--- src/rtl/alarm_sequencer.sv ---
// alarm_sequencer: alarm trigger, ring/snooze/stop sequencing; `ifdef ALARM_AUTO_SNOOZE_EN makes unanswered rings auto-snooze.
module alarm_sequencer #(
  parameter int SNOOZE_MIN     = 5,
  parameter int RING_TIMEOUT_S = 60,
  parameter int MAX_SNOOZE     = 3
) (
  input  logic       clk,
  input  logic       rst,
  input  logic       tick_1hz,
  input  logic [4:0] cur_hours,
  input  logic [5:0] cur_minutes,
  input  logic [4:0] alarm_hours,
  input  logic [5:0] alarm_minutes,
  input  logic       armed,
  input  logic       adjust_mode,
  input  logic       snooze_btn,
  input  logic       stop_btn,
  output logic       ringing,
  output logic       alarm_led,
  output logic       snooze_active,
  output logic [2:0] snooze_cnt,
  output logic       missed
);
  typedef enum logic [1:0] {IDLE, RING, SNOOZE} state_t;
  localparam logic [9:0] SNZ  = 10'(SNOOZE_MIN * 60);
  localparam logic [7:0] TMO  = 8'(RING_TIMEOUT_S);
  localparam logic [2:0] MAXS = 3'(MAX_SNOOZE);
  state_t state, state_n;
  logic led_n, missed_n, fired, fired_n, match;
  logic [2:0] cnt_n;
  logic [7:0] ring_sec, ring_n;
  logic [9:0] snz_sec, snz_n;
  assign match = (cur_hours == alarm_hours) && (cur_minutes == alarm_minutes);
  assign ringing = state == RING;
  assign snooze_active = state == SNOOZE;
  always_ff @(posedge clk) begin
    if (rst) begin
      state      <= IDLE;
      alarm_led  <= 1'b0;
      snooze_cnt <= 3'd0;
      missed     <= 1'b0;
      fired      <= 1'b0;
      ring_sec   <= 8'd0;
      snz_sec    <= 10'd0;
    end else begin
      state      <= state_n;
      alarm_led  <= led_n;
      snooze_cnt <= cnt_n;
      missed     <= missed_n;
      fired      <= fired_n;
      ring_sec   <= ring_n;
      snz_sec    <= snz_n;
    end
  end
  // fired holds off retriggering until the matching minute has passed
  always_comb begin
    state_n  = state;
    led_n    = alarm_led;
    cnt_n    = snooze_cnt;
    missed_n = missed;
    fired_n  = fired & match;
    ring_n   = ring_sec;
    snz_n    = snz_sec;
    if (!armed) begin
      state_n = IDLE;
      led_n   = 1'b0;
      cnt_n   = 3'd0;
    end else if (stop_btn) begin
      state_n  = IDLE;
      led_n    = 1'b0;
      cnt_n    = 3'd0;
      missed_n = 1'b0;
    end else begin
      case (state)
        IDLE: if (!adjust_mode && match && !fired) begin
          state_n  = RING;
          fired_n  = 1'b1;
          missed_n = 1'b0;
          cnt_n    = 3'd0;
          ring_n   = 8'd0;
          led_n    = 1'b1;
        end
        RING: if (snooze_btn && snooze_cnt < MAXS) begin
          state_n = SNOOZE;
          cnt_n   = snooze_cnt + 3'd1;
          snz_n   = SNZ;
          led_n   = 1'b0;
        end else if (tick_1hz) begin
          ring_n = ring_sec + 8'd1;
          led_n  = !alarm_led;
          if (ring_sec + 8'd1 == TMO) begin
            led_n = 1'b0;
`ifdef ALARM_AUTO_SNOOZE_EN
            if (snooze_cnt < MAXS) begin
              state_n = SNOOZE;
              cnt_n   = snooze_cnt + 3'd1;
              snz_n   = SNZ;
            end else begin
              state_n  = IDLE;
              missed_n = 1'b1;
            end
`else
            state_n  = IDLE;
            missed_n = 1'b1;
`endif
          end
        end
        SNOOZE: if (tick_1hz) begin
          snz_n = snz_sec - 10'd1;
          if (snz_sec == 10'd1) begin
            state_n = RING;
            ring_n  = 8'd0;
            led_n   = 1'b1;
          end
        end
        default: state_n = IDLE;
      endcase
    end
  end
endmodule

--- config.mk ---
export PLATFORM = sky130hd
export DESIGN_NAME = alarm_sequencer
export DESIGN_NICKNAME = d
export VERILOG_FILES = /design/src/rtl/alarm_sequencer.sv
export SDC_FILE = /design/constraint.sdc
export NUM_CORES = 1
export LEC_CHECK = 0
export CORE_ASPECT_RATIO = 0.8
export CORE_MARGIN = 2
export CORE_UTILIZATION = 49
export DETAILED_ROUTE_END_ITERATION = 8
export PLACE_DENSITY_LB_ADDON = 0.05
export SETUP_SLACK_MARGIN = 0.2
export SLEW_MARGIN = 20
export SYNTH_ARGS = -nofsm -noshare
export SYNTH_HDL_FRONTEND = slang
export SYNTH_SLANG_ARGS = --single-unit
--- constraint.sdc ---
create_clock -name clk -period 3.4 [get_ports clk]
set_input_delay 0.85 -clock clk [delete_from_list [all_inputs] [get_ports clk]]
set_output_delay 0.85 -clock clk [all_outputs]
set_load 0.03 [all_outputs]
==> metrics.md <==
| Metric | Value |
|---|---|
| Most frequent cells in the layout | clkdlybuf4s50_1 (35), dfxtp_1 (26), nor2_1 (17) |
| Synth Flop Type | dfxtp_1 |
| Initial core utilization | 50.33% |
| PwrDens | 293.3 nW/µm² |
| Number of hold violations in the final report | 0 |
| Final setup viols | 0 |
| Hold-fix buffer count after cts | 0 |
| Switching share of power | 20.47% |
| Skew final | 0.01154 ns |
| Most common cell after layout, fill and taps aside | clkdlybuf4s50_1 |
| Post-synth EDFFs | 0 |
| Top-Level Pins | 36 |
| Clk sinks | 26 |
| CP Launch Type | input port |
| Flops & latches, synth | 26 |
| Slowest stage cell, crit path | nor4_1 |
| Async SR Flop Fraction | 0% |
| Post-CTS Setup Bufs | 0 |
| Slowest stage delay, CP | 0.58 ns |
| Clk_lat worst skew | 0.28 ns |
| First-pass GRT wire length | 7258 µm |
| DRT iter0 DRCs | 101 |
| Max-slew headroom | 57.65% |
| Mapped Nets | 239 |
| FP Rows | 19 |
| Internal power | 0.5041 mW |
| CP top delay family | compound AO/OA/AOI/OAI gates |
| Setup TNS | 0 ns |
| Vias in the first global route | 1,632 |
| Final wirelength | 4171 µm |
| Area growth syn-to-layout | 27.17% |
| # fillers | 290 |
| Seq/Total Area, Yosys | 30.63% |
| Total placed instance area | 2090 µm² |
| Worst path cell trace | clkdlybuf4s50_1, xor2_1, nor4_1, a41oi_1, buf_4, o311ai_0, o21ai_0 |
| Clock power share | 40.9% |
| Yosys warning total | 0 |
| GPL Wtd Cong | 0.8367 |
| Power share of the sequential group | 48.0% |
| Die width | 69.84 µm |
| Max Cap Viol | 0 |
| P_leak | 0.7776 nW |
| Critical Path End Type | flop |
| Initial antenna violation count | 0 |
| Ant. Diodes | 0 |
| Vias per inst | 5.989 |
| Total congestion overflow | 0 |
| Cts repair resizes | 0 |
| Cell area after synthesis | 1699 µm² |
| Register Area | 520.5 µm² |
| RSZ-0062 raised after global routing | no |
| WP data required | 3.55 ns |
| Vias | 1,683 |
| Worst IR Drop VDD | 186.5 µV |
| Syn avg cell area | 8.412 µm² |
| Pin count of the biggest net entering global routing | 16 |
| Crit Path Category | input port to flop |
| Critical path buffers and inverters | 2 |
| Status | complete, no violations |
| Die Span Y | 56.67 µm |
| CTS H-tree lvls | 1 |
| DRT Pass-1 Iters | 4 |
| Synth Instances | 202 |
| Worst Path Arrival | 3.01 ns |
| Port bufs | 35 |
| Combinational Power Share | 11.1% |
| Full die area | 3958 µm² |
| Final Instance Area | 2161 µm² |
| Share of layout cells above drive strength 1 | 9.205% |
| Final ANT Viol Nets | 0 |
| Routed len/inst | 14.84 µm |
| CTS tree | done |
| CTS clk-pin slew, worst paths | 0.10 ns |
| Max Slew Vio Count | 0 |
| Estimated wirelength of the detail-placed design | 3180 µm |
| Slew @ Worst Pin | 0.6295 ns |
| DRC | 0 |
| Fin crit period | 2.853 ns |
| Unique masters post-synth | 51 |
| Final nets | 277 |
| GRT Util Overall | 22.46% |
| Area of the multi-input gates | 1087 µm² |
| Clk buf depth | 2 |
| Max FO, Critical Path | 14 |
| Num CTS Buffers | 3 |
| Final Cycle Share | 83.92% |
| Maximum clock rate | 350.5 MHz |
| HP Class | flop to flop |
| Core area | 3376 µm² |
| P_sw | 0.1298 mW |
| Root buffer selected by CTS | clkbuf_8 |
registers in the layout (all words and copies together), names as in the netlist:
signal / count
alarm_led: 1
state: 2
snooze_cnt: 3
snz_sec: 10
fired: 1
missed: 1
ring_sec: 8
synthesized netlist by cell type, drive strengths merged (2+ instances only):
cell type	instances	area, µm²
a211oi	6	45.04
a41o	2	20.02
o311ai	5	43.79
or2b	2	17.52
nor2	17	63.81
ha	8	100.1
nor4	3	18.77
o31ai	6	45.04
o21ai	10	50.05
or4	5	43.79
inv	10	37.54
nand3b	2	15.01
nand3	6	30.03
nand4	4	25.02
mux2i	2	20.02
or3	3	21.27
o211ai	2	15.01
dfxtp	26	520.5
nand2	14	52.55
a21oi	11	55.05
o41ai	4	35.03
a31oi	6	37.54
buf	2	8.750
xor2	13	113.9
and2	4	26.28
clkbuf	4	28.78
and3	3	18.77
or4b	3	33.78
nor3	5	25.02
through the flow:
stage / total power [mW] / setup WS (ns) / utilization, % / std cells / hold slack [ns]
global route: 0.6524 / 0.2912 / 64.01 / 281 / 0.5142
CTS: 0.6374 / 0.5529 / 64.01 / 281 / 0.4867
finish: 0.6338 / 0.5466 / 64.01 / 281 / 0.4836
global placement: 0.3804 / 0.3141 / 61.90 / 277 / 0.4676
floorplan: 0.3379 / 0.7722 / - / 202 / 0.4467
detailed placement: 0.3818 / 0.2788 / 61.90 / 277 / 0.4762
power by group through the flow:
stage | Sequential [mW] | Clock, mW | Combinational [mW]
finish | 0.304 | 0.259 | 0.0706
global route | 0.304 | 0.271 | 0.0775
CTS | 0.304 | 0.262 | 0.0707
detailed placement | 0.311 | 0 | 0.0705
global placement | 0.311 | 0 | 0.0690
floorplan | 0.311 | 0 | 0.0265
worst paths after layout:
kind | from | end | slack [ns] | depth (start not counted)
max | alarm_minutes[1] | ring_sec[6] | 0.55 | 7
min | snz_sec[9] | snz_sec[9] | 0.48 | 2
max reg2reg | snz_sec[4] | ring_sec[6] | 0.98 | 5
min reg2reg | snz_sec[9] | snz_sec[9] | 0.48 | 2
layout make-up:
class | count | area share, %
clock buffer | 3 | 1.911
clock inverter | 1 | 1.390
inverter | 11 | 1.911
multi-input combinational | 158 | 50.32
sequential | 26 | 24.09
tap | 42 | 2.432
timing repair buffer | 40 | 17.95
cells by family (layout without fill, tap and decap cells):
family	after synthesis	in the layout	share of synthesized area [%]
muxes	2	2	1.178
buffers and inverters	18	55	5.375
AOI/OAI and AO/OA	59	59	24.67
xor gates and xnor gates	14	14	7.217
DFF	26	26	30.63
adders and majority gates	8	8	5.891
and+or+nand+nor	75	75	25.04
layer usage:
metal	routed length, µm	part of all wire [%]	track usage (%)	up-vias
met4	20	0.48	4.396	0
met5	0	0	0	-
met3	239	5.7	3.770	2
met2	1943	47	38.23	57
met1	1968	47	30.26	787
li1	-	-	-	837
worst register-to-register path: cells and delay by family, from the launching register on:
kind            cells  cell delay [ns]
compound gates      4             1.32
flops               1             0.38
simple gates        1             0.59
No activity file was read; power rests on OpenSTA's default activity.
